===== src/rtl/reg_wb_arb.sv =====
// reg_wb_arb: writeback arbiter in front of the single GPR write port.
//
// Merges single-cycle EX results and late load results (buffered in a small
// FIFO) into one registered write per cycle. EX normally wins the port; a
// starvation counter forces the FIFO head through after STARVE consecutive
// EX wins while loads are waiting. pendHit flags decode-stage ids that still
// have a write in flight (queued in the FIFO or sitting in the output register).
//
// Optional feature: define REGWB_LDBYPASS_EN to send a load straight to the
// output register when the FIFO is empty and no EX write takes the port.
//
// Ports:
//   clock, reset (async, active-low)
//   exIdRo/exValRo/exValid/exReady      EX result handshake
//   memIdRo/memValRo/memValid/memReady  load result handshake
//   chkIdRs/chkIdRt/chkIdRn, pendHit    decode hazard check
//   regIdRo/regValRo                    registered GPR write (UREG_ZZR = none)
//   fifoCount                           load FIFO occupancy
module reg_wb_arb #(
  parameter int unsigned DEPTH    = 4,
  parameter int unsigned STARVE   = 4,
  parameter logic [6:0]  UREG_ZZR = 7'h3F
) (
  input  logic                       clock,
  input  logic                       reset,
  input  logic [6:0]                 exIdRo,
  input  logic [31:0]                exValRo,
  input  logic                       exValid,
  output logic                       exReady,
  input  logic [6:0]                 memIdRo,
  input  logic [31:0]                memValRo,
  input  logic                       memValid,
  output logic                       memReady,
  input  logic [6:0]                 chkIdRs,
  input  logic [6:0]                 chkIdRt,
  input  logic [6:0]                 chkIdRn,
  output logic                       pendHit,
  output logic [6:0]                 regIdRo,
  output logic [31:0]                regValRo,
  output logic [$clog2(DEPTH):0]     fifoCount
);

  localparam int unsigned PtrW = $clog2(DEPTH);
  localparam int unsigned CntW = PtrW + 1;
  localparam int unsigned StW  = (STARVE > 0) ? $clog2(STARVE + 1) : 1;

  logic [6:0]      fifoId  [DEPTH];
  logic [31:0]     fifoVal [DEPTH];
  logic [PtrW-1:0] rdPtrQ, rdPtrD, wrPtrQ, wrPtrD;
  logic [CntW-1:0] countQ, countD;
  logic [StW-1:0]  starveQ, starveD;
  logic [6:0]      outIdD;
  logic [31:0]     outValD;

  logic fifoEmpty, forced, exWrite, memAcc, deq, enq, bypass;
  logic [PtrW-1:0] slot;

  function automatic logic idHit(input logic [6:0] id, input logic [6:0] rs,
                                 input logic [6:0] rt, input logic [6:0] rn,
                                 input logic [6:0] zzr);
    return ((rs != zzr) && (rs == id)) || ((rt != zzr) && (rt == id)) ||
           ((rn != zzr) && (rn == id));
  endfunction

  always_comb begin
    fifoEmpty = (countQ == '0);
    forced    = !fifoEmpty && (starveQ == StW'(STARVE));
    exReady   = !forced;
    memReady  = (countQ < CntW'(DEPTH));
    // A zero-register EX result is accepted but does not occupy the port.
    exWrite   = exValid && !forced && (exIdRo != UREG_ZZR);
    memAcc    = memValid && memReady;
    deq       = !fifoEmpty && (forced || !exWrite);
`ifdef REGWB_LDBYPASS_EN
    bypass    = fifoEmpty && !exWrite && memValid && (memIdRo != UREG_ZZR);
`else
    bypass    = 1'b0;
`endif
    enq       = memAcc && (memIdRo != UREG_ZZR) && !bypass;

    outIdD  = UREG_ZZR;
    outValD = '0;
    if (deq) begin
      outIdD  = fifoId[rdPtrQ];
      outValD = fifoVal[rdPtrQ];
    end else if (exWrite) begin
      outIdD  = exIdRo;
      outValD = exValRo;
    end else if (bypass) begin
      outIdD  = memIdRo;
      outValD = memValRo;
    end

    rdPtrD = deq ? rdPtrQ + 1'b1 : rdPtrQ;
    wrPtrD = enq ? wrPtrQ + 1'b1 : wrPtrQ;
    countD = countQ;
    if (enq && !deq) countD = countQ + 1'b1;
    else if (deq && !enq) countD = countQ - 1'b1;

    starveD = starveQ;
    if (deq || fifoEmpty) starveD = '0;
    else if (exWrite) starveD = starveQ + 1'b1;
  end

  // FIFO entries never hold UREG_ZZR, so only the output register needs the guard.
  always_comb begin
    pendHit = 1'b0;
    slot    = '0;
    if ((regIdRo != UREG_ZZR) && idHit(regIdRo, chkIdRs, chkIdRt, chkIdRn, UREG_ZZR)) begin
      pendHit = 1'b1;
    end
    for (int k = 0; k < DEPTH; k++) begin
      slot = rdPtrQ + PtrW'(k);
      if ((CntW'(k) < countQ) && idHit(fifoId[slot], chkIdRs, chkIdRt, chkIdRn, UREG_ZZR)) begin
        pendHit = 1'b1;
      end
    end
  end

  always_ff @(posedge clock or negedge reset) begin
    if (!reset) begin
      rdPtrQ   <= '0;
      wrPtrQ   <= '0;
      countQ   <= '0;
      starveQ  <= '0;
      regIdRo  <= UREG_ZZR;
      regValRo <= '0;
    end else begin
      rdPtrQ   <= rdPtrD;
      wrPtrQ   <= wrPtrD;
      countQ   <= countD;
      starveQ  <= starveD;
      regIdRo  <= outIdD;
      regValRo <= outValD;
    end
  end

  // Storage needs no reset: occupancy alone decides which slots are live.
  always_ff @(posedge clock) begin
    if (enq) begin
      fifoId[wrPtrQ]  <= memIdRo;
      fifoVal[wrPtrQ] <= memValRo;
    end
  end

  assign fifoCount = countQ;

endmodule


===== config.mk =====
export PLATFORM = sky130hd
export DESIGN_NAME = reg_wb_arb
export DESIGN_NICKNAME = d
export VERILOG_FILES = /design/src/rtl/reg_wb_arb.sv
export SDC_FILE = /design/constraint.sdc
export NUM_CORES = 1
export LEC_CHECK = 0
export BUFFER_PORTS_ARGS = -buffer_cell sky130_fd_sc_hd__buf_2
export CORE_ASPECT_RATIO = 0.6
export CORE_MARGIN = 2
export CORE_UTILIZATION = 57
export DETAILED_ROUTE_END_ITERATION = 10
export PLACE_DENSITY = 0.8
export REMOVE_ABC_BUFFERS = 1
export SLEW_MARGIN = 20
export SYNTH_ARGS = -nofsm -noshare
export SYNTH_HDL_FRONTEND = slang
export SYNTH_SLANG_ARGS = --single-unit

===== constraint.sdc =====
create_clock -name clock -period 3.6 [get_ports clock]
set_input_delay 0 -clock clock [delete_from_list [all_inputs] [get_ports clock]]
set_output_delay 0 -clock clock [all_outputs]
set_load 0.02 [all_outputs]

==> summary.md <==
| Metric | Value |
|---|---|
| Largest net degree at the start of global routing | 40 |
| Final Critical Period | 3390 ps |
| Vias in the first global route | 6,740 |
| First-pass GRT wire length | 40.3 mm |
| H-tree Lvls | 1 |
| Die width | 173 µm |
| Met2 Use GR | 0.435 |
| Measured slew at the worst slew-check pin | 852 ps |
| Vias per cell | 6.04 |
| Status | finished, final reports clean |
| Synthesized area | 0.00975 mm² |
| Total GRT Usage | 0.296 |
| IO Port Bufs | 147 |
| Total CTS buffers | 19 |
| Ranking of synthesized cells by area | edfxtp_1 48%, dfrtp_1 11%, mux4_2 8.3% |
| Residual DRC | 0 |
| Slowest CP cell | mux2i_1 |
| Max_cap viols | 0 |
| Post-Layout Cell Count | 1,097 |
| Clock root cell | clkbuf_16 |
| Pre-antenna DRT Iters | 5 |
| Tcrit/Tclk final | 0.943 |
| Synth warn | 0 |
| Yosys reg bits | 205 |
| CP Class | reg -> out |
| Clk sink count | 205 |
| Layout fillers | 997 |
| Critical Path RT | 3600 ps |
| Max Freq | 0.295 GHz |
| Final setup violation count | 0 |
| Post-synth EDFFs | 156 |
| DRT iter0 DRCs | 670 |
| CP Data Arrival Time | 3390 ps |
| GR Util met3 | 0.0956 |
| Leakage | 4.63 nW |
| Crit-path max FO | 24 |
| Met1 Use GR | 0.445 |
| Hpwl dp | 17.8 mm |
| Main synth FF type | edfxtp_1 |
| Worst min-delay path category | in -> async |
| Core Region | 0.0165 mm² |
| CP Capture Type | output port |
| DR vias | 6,622 |
| Yosys top cell by area | edfxtp_1 |
| Setup_tns | 0 ps |
| Crit path cell chain | inv_2 -> mux2i_1 -> xor2_1 -> or4_1 -> o21ai_0 -> nor4_1 -> nand4_1 -> buf_2 |
| CTS tree | done |
| Post-synth top area share | 0.481 |
| Mapped Cells | 639 |
| Startpoint type of the worst setup path | register |
| Most used routing layer | met1 |
| Detail Route Antenna Nets | 0 |
| Endpoints failing hold | 0 |
| Total power | 0.00892 W |
| Die height | 105 µm |
| Place WS | 661 ps |
| Avg Inst Size Synth | 15.3 µm² |
| FP Rows | 36 |
| Post-CTS Setup Inserts | 0 |
| Sequential fraction of the synthesis area | 0.607 |
| Max-slew violation count | 0 |
| Worst skew pair latency | 480 ps |
| CTS clk-pin slew, worst paths | 70 ps |
| Setup ws final | 206 ps |
| Io pins | 148 |
| GPL Wtd Cong | 0.973 |
| DIE AREA | 0.0182 mm² |
| Max IR drop VDD | 0.459 mV |
| Maximum single-stage delay on the critical path | 670 ps |
| Wire length per cell | 24.4 µm |
| RSZ-0062 raised after global routing | false |
| Congestion Overflow GR | 0 |
| Layout cells sized above 1 | 0.289 |
| Slew HR | 0.416 |
| Clk buf depth | 3 |
| Final Net Count | 969 |
| Initial antenna violation count | 1 |
| Initial core utilization | 0.591 |
| Unique masters post-synth | 49 |
| Post-synth ARST share | 0.239 |
| Layout area overhead | 24.1% |
| Clock Skew | 6.76 ps |
| Routed WL | 26.8 mm |
| Power per cell area | 737 mW/mm² |
| Inst Count DP | 982 |
-- through the flow --
stage	util	hold WS, ps	instance area (µm²)
global route	0.734	94.8	12100
floorplan	-	-296	9530
CTS	0.733	73.9	12100
finish	0.734	61.1	12100
global placement	0.649	24.8	10700
detailed placement	0.649	34.8	10700
-- worst max-delay path, delay by kind of cell, from the launching register on --
kind / cells / cell delay [ps]
buffers and inverters: 2 / 640
AND/OR/NAND/NOR: 3 / 650
multiplexers: 1 / 670
AO/OA/AOI/OAI: 1 / 230
XOR/XNOR: 1 / 120
flip-flops: 1 / 600
-- power breakdown --
group	total [W]	leakage, nW	internal [W]	switching (W)
clock network	0.00193	0.294	0.00106	0.000872
registers	0.00339	2.00	0.00305	0.000348
logic	0.00359	2.34	0.00156	0.00203
total	0.00892	4.63	0.00567	0.00325
-- state kept, by name (all words and copies together), names as in the netlist --
register and count:
fifoVal 128, regValRo 32, fifoId 28, regIdRo 7, fifoCount 3, starveQ 3, rdPtrQ 2, wrPtrQ 2
-- area by class of cell --
| cell class | instances | area (µm²) | area share |
|---|---|---|---|
| multi-input combinational | 378 | 3610 | 0.299 |
| timing repair buffer | 240 | 1630 | 0.135 |
| sequential | 205 | 5930 | 0.490 |
| tap | 228 | 285 | 0.0236 |
| clock buffer | 20 | 479 | 0.0396 |
| inverter | 11 | 41.3 | 0.00341 |
| antenna | 1 | 2.50 | 0.000207 |
| clock inverter | 14 | 118 | 0.00972 |
-- synthesized netlist by cell type (7+ instances only) --
cell,number
xnor2_1,60
nand2_1,12
a21oi_1,15
xor2_1,47
nand3_1,8
buf_2,7
clkbuf_1,29
mux4_2,36
nor4_1,10
edfxtp_1,156
dfrtp_1,43
nand4_1,14
inv_1,10
ha_1,11
a22o_1,32
o21ai_0,12
nor3_1,10
mux2i_1,45
nor2_1,13
-- per-layer routing --
layer	wire [µm]	share of wire	vias up
met5	0	0	-
met1	11700	0.44	3334
met3	3050	0.11	18
met2	11800	0.44	380
met4	178	0.0066	0
li1	-	-	2890
-- cells in the final DEF (no fill, tap or decap), types with 11 or more instances in the layout --
cell / netlist / routed
nand2_1: 12 / 12
buf_2: 7 / 147
mux2i_1: 45 / 43
dlygate4sd3_1: 0 / 80
nand4_1: 14 / 14
mux4_2: 36 / 36
dfrtp_1: 43 / 41
a22o_1: 32 / 32
a21oi_1: 15 / 14
buf_4: 0 / 13
nor2_1: 13 / 13
xnor2_1: 60 / 60
ha_1: 11 / 11
o21ai_0: 12 / 12
edfxtp_1: 156 / 156
xor2_1: 47 / 47
clkbuf_16: 0 / 19
-- kinds of logic after synthesis --
| family | Yosys count | synth area share |
|---|---|---|
| DFF | 205 | 0.607 |
| and+or+nand+nor | 85 | 0.0480 |
| buffers and inverters | 56 | 0.0263 |
| AOI/OAI and AO/OA | 84 | 0.0624 |
| adders and majority gates | 11 | 0.0141 |
| xor gates and xnor gates | 107 | 0.0961 |
| muxes | 91 | 0.146 |
-- worst paths after layout --
| path | from | to | slack, ps | depth (start not counted) |
|---|---|---|---|---|
| max | rdPtrQ[0]$_DFFE_PN0N_ | pendHit | 210 | 8 |
| min | reset | regValRo[19]$_DFF_PN0_ | 60 | 2 |
| max reg2reg | fifoCount[0]$_DFFE_PN0P_ | regIdRo[6]$_DFF_PN0_ | 710 | 10 |
| min reg2reg | starveQ[0]$_DFFE_PN0P_ | starveQ[0]$_DFFE_PN0P_ | 510 | 1 |
| max in group asynchronous | reset | regValRo[20]$_DFF_PN0_ | 2720 | 3 |
| min in group clock | memValid | wrPtrQ[1]$_DFFE_PN0P_ | 90 | 4 |
-- timing repair --
action	CTS	global route
hold buffers	80	0
gates resized for setup	0	2
setup endpoints to repair	0	1
hold endpoints to repair	219	0
Power figures use the tool's default switching activity.
